==> src/rtl/mips_ctrl_pkg.sv <==
`default_nettype none
// ============================================================================
// Module   : mips_ctrl_pkg
// Purpose  : Shared encodings for the MIPS32 control path (states, opcodes,
//            funct codes, ALU operations, PC source selects).
// Revision : 1.0
// ============================================================================
package mips_ctrl_pkg;

    typedef enum logic [2:0] {
        ST_FETCH  = 3'd1,
        ST_DECODE = 3'd2,
        ST_EXEC   = 3'd3,
        ST_MEM    = 3'd4,
        ST_WB     = 3'd5
    } state_e;

    localparam logic [5:0] OP_RTYPE = 6'b000000;
    localparam logic [5:0] OP_ADDIU = 6'b001001;
    localparam logic [5:0] OP_LW    = 6'b100011;
    localparam logic [5:0] OP_SW    = 6'b101011;
    localparam logic [5:0] OP_BEQ   = 6'b000100;
    localparam logic [5:0] OP_J     = 6'b000010;

    localparam logic [5:0] FN_ADDU  = 6'b100001;
    localparam logic [5:0] FN_SUBU  = 6'b100011;
    localparam logic [5:0] FN_AND   = 6'b100100;
    localparam logic [5:0] FN_OR    = 6'b100101;
    localparam logic [5:0] FN_SLT   = 6'b101010;

    localparam logic [3:0] ALU_ADD  = 4'd0;
    localparam logic [3:0] ALU_SUB  = 4'd1;
    localparam logic [3:0] ALU_AND  = 4'd2;
    localparam logic [3:0] ALU_OR   = 4'd3;
    localparam logic [3:0] ALU_SLT  = 4'd4;
    localparam logic [3:0] ALU_NOP  = 4'd15;

    localparam logic [1:0] PC_SEQ    = 2'd0;
    localparam logic [1:0] PC_BRANCH = 2'd1;
    localparam logic [1:0] PC_JUMP   = 2'd2;

endpackage
`default_nettype wire

==> src/rtl/mips_alu_dec.sv <==
`default_nettype none
// ============================================================================
// Module   : mips_alu_dec
// Purpose  : Combinational (opcode, funct) -> (ALU operation, legal) decode.
// Revision : 1.0
// ============================================================================
module mips_alu_dec
    import mips_ctrl_pkg::*;
(
    input  logic [5:0] opcode_i,
    input  logic [5:0] funct_i,
    output logic [3:0] alu_op_o,
    output logic       legal_o
);

    always_comb begin
        alu_op_o = ALU_NOP;
        legal_o  = 1'b0;
        case (opcode_i)
            OP_RTYPE: begin
                legal_o = 1'b1;
                case (funct_i)
                    FN_ADDU: alu_op_o = ALU_ADD;
                    FN_SUBU: alu_op_o = ALU_SUB;
                    FN_AND:  alu_op_o = ALU_AND;
                    FN_OR:   alu_op_o = ALU_OR;
                    FN_SLT:  alu_op_o = ALU_SLT;
                    default: legal_o  = 1'b0;
                endcase
            end
            OP_ADDIU, OP_LW, OP_SW: begin
                legal_o  = 1'b1;
                alu_op_o = ALU_ADD;
            end
            OP_BEQ: begin
                legal_o  = 1'b1;
                alu_op_o = ALU_SUB;
            end
            OP_J: begin
                legal_o  = 1'b1;
            end
            default: begin
                legal_o  = 1'b0;
            end
        endcase
    end

endmodule
`default_nettype wire

==> src/rtl/mips_ctrl_fsm.sv <==
`default_nettype none
// ============================================================================
// Module   : mips_ctrl_fsm
// Purpose  : Multicycle MIPS32 control FSM with registered datapath enables,
//            memory-wait timeout and illegal-instruction flagging.
// Revision : 1.0
// ============================================================================
module mips_ctrl_fsm
    import mips_ctrl_pkg::*;
#(
    parameter int OPW     = 6,
    parameter int ALUOPW  = 4,
    parameter int TMO_W   = 4,
    parameter int MEM_TMO = 15
) (
    input  logic              clk,
    input  logic              rst,
    input  logic              instr_valid_i,
    input  logic [OPW-1:0]    opcode_i,
    input  logic [OPW-1:0]    funct_i,
    input  logic              mem_ready_i,
    input  logic              alu_zero_i,
    output logic              ir_write_o,
    output logic              pc_write_o,
    output logic [1:0]        pc_src_o,
    output logic              reg_write_o,
    output logic              reg_dst_o,
    output logic              mem_to_reg_o,
    output logic              mem_read_o,
    output logic              mem_write_o,
    output logic              alu_src_o,
    output logic [ALUOPW-1:0] alu_op_o,
    output logic              illegal_o,
    output logic              mem_tmo_o,
    output logic [2:0]        state_o
);

    localparam logic [TMO_W-1:0] TMO_LAST = TMO_W'(MEM_TMO - 1);

    state_e              state_q;
    logic [OPW-1:0]      opcode_q;
    logic [OPW-1:0]      funct_q;
    logic [TMO_W-1:0]    tmo_cnt_q;
    logic                ir_write_q, pc_write_q, reg_write_q, reg_dst_q;
    logic                mem_to_reg_q, mem_read_q, mem_write_q, alu_src_q;
    logic                illegal_q, mem_tmo_q;
    logic [1:0]          pc_src_q;
    logic [ALUOPW-1:0]   alu_op_q;

    logic [OPW-1:0]      w_dec_opcode;
    logic [OPW-1:0]      w_dec_funct;
    logic [3:0]          w_alu_op;
    logic                w_legal;
    logic                w_is_rtype, w_is_lw, w_is_sw, w_is_beq;
    logic                w_tmo_hit;
    logic [TMO_W-1:0]    w_cnt_inc;

    // While fetching, decode the incoming word so DECODE outputs are ready on entry.
    assign w_dec_opcode = (state_q == ST_FETCH) ? opcode_i : opcode_q;
    assign w_dec_funct  = (state_q == ST_FETCH) ? funct_i  : funct_q;

    mips_alu_dec u_alu_dec (
        .opcode_i (6'(w_dec_opcode)),
        .funct_i  (6'(w_dec_funct)),
        .alu_op_o (w_alu_op),
        .legal_o  (w_legal)
    );

    assign w_is_rtype = (opcode_q == OP_RTYPE);
    assign w_is_lw    = (opcode_q == OP_LW);
    assign w_is_sw    = (opcode_q == OP_SW);
    assign w_is_beq   = (opcode_q == OP_BEQ);
    assign w_tmo_hit  = (tmo_cnt_q == TMO_LAST);
    assign w_cnt_inc  = tmo_cnt_q + 1'b1;

    always_ff @(posedge clk) begin
        if (rst) begin
            state_q      <= ST_FETCH;
            opcode_q     <= '0;
            funct_q      <= '0;
            tmo_cnt_q    <= '0;
            ir_write_q   <= 1'b0;
            pc_write_q   <= 1'b0;
            pc_src_q     <= PC_SEQ;
            reg_write_q  <= 1'b0;
            reg_dst_q    <= 1'b0;
            mem_to_reg_q <= 1'b0;
            mem_read_q   <= 1'b0;
            mem_write_q  <= 1'b0;
            alu_src_q    <= 1'b0;
            alu_op_q     <= ALUOPW'(ALU_NOP);
            illegal_q    <= 1'b0;
            mem_tmo_q    <= 1'b0;
        end else begin
            ir_write_q   <= 1'b0;
            pc_write_q   <= 1'b0;
            pc_src_q     <= PC_SEQ;
            reg_write_q  <= 1'b0;
            reg_dst_q    <= 1'b0;
            mem_to_reg_q <= 1'b0;
            mem_read_q   <= 1'b0;
            mem_write_q  <= 1'b0;
            alu_src_q    <= 1'b0;
            alu_op_q     <= ALUOPW'(ALU_NOP);
            illegal_q    <= 1'b0;
            mem_tmo_q    <= 1'b0;
            tmo_cnt_q    <= '0;
            case (state_q)
                ST_FETCH: begin
                    if (instr_valid_i && mem_ready_i) begin
                        state_q    <= ST_DECODE;
                        opcode_q   <= opcode_i;
                        funct_q    <= funct_i;
                        ir_write_q <= 1'b1;
                        if (!w_legal) begin
                            illegal_q  <= 1'b1;
                            pc_write_q <= 1'b1;
                        end else if (opcode_i == OP_J) begin
                            pc_write_q <= 1'b1;
                            pc_src_q   <= PC_JUMP;
                        end
                    end else if (!mem_ready_i) begin
                        if (w_tmo_hit) begin
                            mem_tmo_q <= 1'b1;
                        end else begin
                            tmo_cnt_q <= w_cnt_inc;
                        end
                    end else begin
                        tmo_cnt_q <= tmo_cnt_q;
                    end
                end
                ST_DECODE: begin
                    if (!w_legal || opcode_q == OP_J) begin
                        state_q <= ST_FETCH;
                    end else begin
                        state_q  <= ST_EXEC;
                        alu_op_q <= ALUOPW'(w_alu_op);
                        if (w_is_rtype) begin
                            reg_dst_q <= 1'b1;
                        end else if (w_is_beq) begin
                            // Branch resolved on entry so pc_src is stable for all of EXEC.
                            pc_write_q <= 1'b1;
                            pc_src_q   <= alu_zero_i ? PC_BRANCH : PC_SEQ;
                        end else begin
                            alu_src_q <= 1'b1;
                        end
                    end
                end
                ST_EXEC: begin
                    if (w_is_lw) begin
                        state_q    <= ST_MEM;
                        mem_read_q <= 1'b1;
                    end else if (w_is_sw) begin
                        state_q     <= ST_MEM;
                        mem_write_q <= 1'b1;
                    end else if (w_is_beq) begin
                        state_q <= ST_FETCH;
                    end else begin
                        state_q     <= ST_WB;
                        reg_write_q <= 1'b1;
                        reg_dst_q   <= w_is_rtype;
                    end
                end
                ST_MEM: begin
                    if (mem_ready_i) begin
                        if (w_is_lw) begin
                            state_q      <= ST_WB;
                            reg_write_q  <= 1'b1;
                            mem_to_reg_q <= 1'b1;
                        end else begin
                            state_q    <= ST_FETCH;
                            pc_write_q <= 1'b1;
                        end
                    end else if (w_tmo_hit) begin
                        state_q   <= ST_FETCH;
                        mem_tmo_q <= 1'b1;
                    end else begin
                        tmo_cnt_q   <= w_cnt_inc;
                        mem_read_q  <= mem_read_q;
                        mem_write_q <= mem_write_q;
                    end
                end
                ST_WB: begin
                    // PC advance lands in the following FETCH cycle, never alongside reg_write.
                    state_q    <= ST_FETCH;
                    pc_write_q <= 1'b1;
                end
                default: begin
                    state_q <= ST_FETCH;
                end
            endcase
        end
    end

    assign ir_write_o   = ir_write_q;
    assign pc_write_o   = pc_write_q;
    assign pc_src_o     = pc_src_q;
    assign reg_write_o  = reg_write_q;
    assign reg_dst_o    = reg_dst_q;
    assign mem_to_reg_o = mem_to_reg_q;
    assign mem_read_o   = mem_read_q;
    assign mem_write_o  = mem_write_q;
    assign alu_src_o    = alu_src_q;
    assign alu_op_o     = alu_op_q;
    assign illegal_o    = illegal_q;
    assign mem_tmo_o    = mem_tmo_q;
    assign state_o      = state_q;

endmodule
`default_nettype wire

==> config.mk <==
export PLATFORM = sky130hd
export DESIGN_NAME = mips_ctrl_fsm
export DESIGN_NICKNAME = d
export VERILOG_FILES = /design/src/rtl/mips_ctrl_pkg.sv /design/src/rtl/mips_alu_dec.sv /design/src/rtl/mips_ctrl_fsm.sv
export SDC_FILE = /design/constraint.sdc
export NUM_CORES = 1
export LEC_CHECK = 0
export CORE_ASPECT_RATIO = 0.7
export CORE_MARGIN = 3
export CORE_UTILIZATION = 50
export DETAILED_ROUTE_END_ITERATION = 12
export PLACE_DENSITY_LB_ADDON = 0.15
export SLEW_MARGIN = 20
export SYNTH_ARGS = -nofsm -noshare
export SYNTH_HDL_FRONTEND = slang
export SYNTH_SLANG_ARGS = --single-unit
==> constraint.sdc <==
create_clock -name clk -period 5.5 [get_ports clk]
set_clock_uncertainty 0.1 [all_clocks]
set_input_delay 1.1 -clock clk [delete_from_list [all_inputs] [get_ports clk]]
set_output_delay 1.1 -clock clk [all_outputs]
set_load 0.005 [all_outputs]
==> reports/qor.csv <==
stage;metric;value;unit
timing;finalSetupViolations;0;
cells_and_area;area_delta_synth_final;27.67;%
clock_network;clockBufferDepth;2;
route;wl_per_cell;16.19;µm
placed_design;gp_congestion;0.8173;
global_routing;grt_max_degree;30;
cells_and_area;multiInputGateArea;922.1;µm²
cells_and_area;seqCellArea;700.7;µm²
timing;fin_crit_sh;57.96;%
clock_network;cts_tree;built;
timing;slew_viol_final;0;
logic_synthesis;synth_cell_types;45;
die;die_area;4118;µm²
logic_synthesis;yosys_warnings;0;
global_routing;antenna_found_initial;0;
critical_path;critPathKind;in2reg;
clock_network;cts.sinks;35;
critical_path;start_kind;input pin;
timing;fin_tns_setup;0;ns
clock_network;post-cts-setup-buffer-count;0;
logic_synthesis;avgSynthCellArea;8.148;µm²
clock_network;clkSlewWorstSetupHoldPaths;0.08;ns
critical_path;endpoint_kind;register;
timing;hold_viol;0;
route;viasPerCell;6.047;
logic_synthesis;syn-cell-area;1687;µm²
cells_and_area;fillers;244;
route;vias;1675;
logic_synthesis;ys_async_sr_fraction;0;%
logic_synthesis;yosys_most_used_dff;dfxtp_1;
global_routing;track_usage;25.07;%
cells_and_area;drive_gt1_share;7.054;%
worst_hold_path;min-delay-path-class;reg2reg;
clock_network;hold_buffers;0;
global_routing;grt.overflow.total;0;
timing;slew_headroom;26.69;%
global_routing;grt_pass1_wl;7514;µm
placed_design;hpwlAfterDp;3195;µm
route;antenna_left;0;
route;drtIter0Drc;150;
power;p_leak;0.7870;nW
timing;setup_ws;2.312;ns
power;ir_drop;0.1875;mV
die;start_util;56.17;%
logic_synthesis;synth_seq_cells;35;
route;detail_route.first_pass.iterations;4;
logic_synthesis;synth_fp_nets;226;
critical_path;worstPathArrival;3.26;ns
cells_and_area;antenna_cells;0;
logic_synthesis;syn_inst;207;
timing;worst_pin_slew;1.096;ns
clock_network;numCtsBuffers;5;
logic_synthesis;synth-seq-area-share;41.54;%
critical_path;worst-path-max-fanout;7;
die;core;3003;µm²
logic_synthesis;synth.largest_area_cell;dfxtp_1;
timing;fmax;313.7;MHz
run;maxCapViolations;0;
die;io_pins;36;
placed_design;port_buffers;35;
logic_synthesis;netlist.area_leader.share;41.54;%
logic_synthesis;synth_edf_count;0;
clock_network;clk_latency;0.30;ns
cells_and_area;final_cell_mix;35 x dfxtp_1, 35 x clkdlybuf4s50_1, 28 x nand2_1;
cells_and_area;nets;259;
clock_network;cts_resized;0;
clock_network;h-tree-depth;2;
clock_network;root_buffer;clkbuf_8;
power;power_density;278.2;nW/µm²
die;num_rows;16;
placed_design;pre_cts_slack;2.032;ns
logic_synthesis;ys_top_cells_by_area;dfxtp_1 42%, a21oi_1 8.0%, nand2_1 6.2%;
die;die_h;54.60;µm
timing;rsz0062_at_grt;false;
route;routed_wirelength;4485;µm
timing;period_needed;3.188;ns
route;drc;0;
run_status;status;finished, final reports clean;
global_routing;grt_pass1_vias;1568;
die;die_x;75.42;µm
critical_path;worstPathRequired;5.57;ns
-- worst max-delay path, cell delays in order --
cell	delay, ns
clkdlybuf4s50_1	0.45
or4b_1	0.58
a2111oi_0	0.44
nor4_1	0.11
o32ai_2	0.20
nand3b_2	0.20
o21bai_1	0.20
-- final timing paths --
kind          startpoint          end  slack (ns)  depth (start not counted)
max           funct_i[3]  alu_op_o[1]        2.31                          7
min          mem_write_o  mem_write_o        0.37                          2
max reg2reg   state_o[0]  alu_op_o[1]        3.02                          6
min reg2reg  mem_write_o  mem_write_o        0.37                          2
-- kinds of logic after synthesis --
logic type                 Yosys count  share of synthesized area [%]
AOI/OAI and AO/OA                   50                          18.99
buffers and inverters               15                          3.783
muxes                                2                          1.187
DFF                                 35                          41.54
and+or+nand+nor                    102                          32.49
adders and majority gates            2                          1.483
xor gates and xnor gates             1                         0.5194
-- flip-flops by register name, summed over array words and instances, names as in the netlist --
name	flops
ir_write_o	1
reg_dst_o	1
state_o	3
tmo_cnt_q	4
pc_write_o	1
mem_write_o	1
alu_src_o	1
mem_tmo_o	1
illegal_o	1
mem_to_reg_o	1
opcode_q	6
mem_read_o	1
pc_src_o	2
alu_op_o	4
funct_q	6
reg_write_o	1
-- per-layer routing --
metal,global-route usage [%],vias up,wire [µm]
met5,0,-,0
met4,9.302,0,74
met3,7.890,11,460
met2,38.25,99,1987
met1,33.30,763,1962
li1,-,802,-
-- metrics by stage --
stage | hold WS, ns | std cells | area (µm²) | total power (W) | utilization [%]
2_1_floorplan | 0.3404 | 207 | 1687 | 0.0003321 | -
3_3_place_gp | 0.3424 | 269 | 2041 | 0.0003637 | 67.96
3_5_place_dp | 0.3653 | 269 | 2041 | 0.0003671 | 67.96
4_1_cts | 0.3767 | 277 | 2153 | 0.0005986 | 71.71
5_1_grt | 0.4032 | 277 | 2153 | 0.0006226 | 71.71
6_report | 0.3719 | 277 | 2153 | 0.0005990 | 71.71
-- power by group --
group / leakage (nW) / total [W] / internal (W) / switching, W
clock: 0.0581 / 0.000235 / 0.000135 / 0.000100
combinational: 0.445 / 0.0000899 / 0.0000392 / 0.0000506
sequential: 0.284 / 0.000274 / 0.000262 / 0.0000121
-- cell usage after synthesis (2+ instances only) --
cell type and number:
nand2b_1 3, a311oi_1 2, nor3_1 6, dfxtp_1 35
nor4_1 3, and3_1 4, nor2b_1 3, or3_1 3
a21oi_1 27, inv_1 6, nor2_1 26, or4bb_1 2
nand3b_1 2, clkbuf_1 8, o21bai_1 3, nor4b_1 4
mux2i_1 2, a2111oi_0 2, o21ai_0 5, nand3_1 5
a211oi_1 2, or3b_2 3, nand2_1 28, ha_1 2
-- cell type report --
cell class,count,share of cell area (%)
multi-input cells,157,42.82
flip-flops and latches,35,32.54
repair buffers,35,16.27
clock buffers,5,3.196
well taps,36,2.092
clock inverters,3,2.034
inverters,6,1.046
Note: power is estimated with default switching activity, not from simulation.
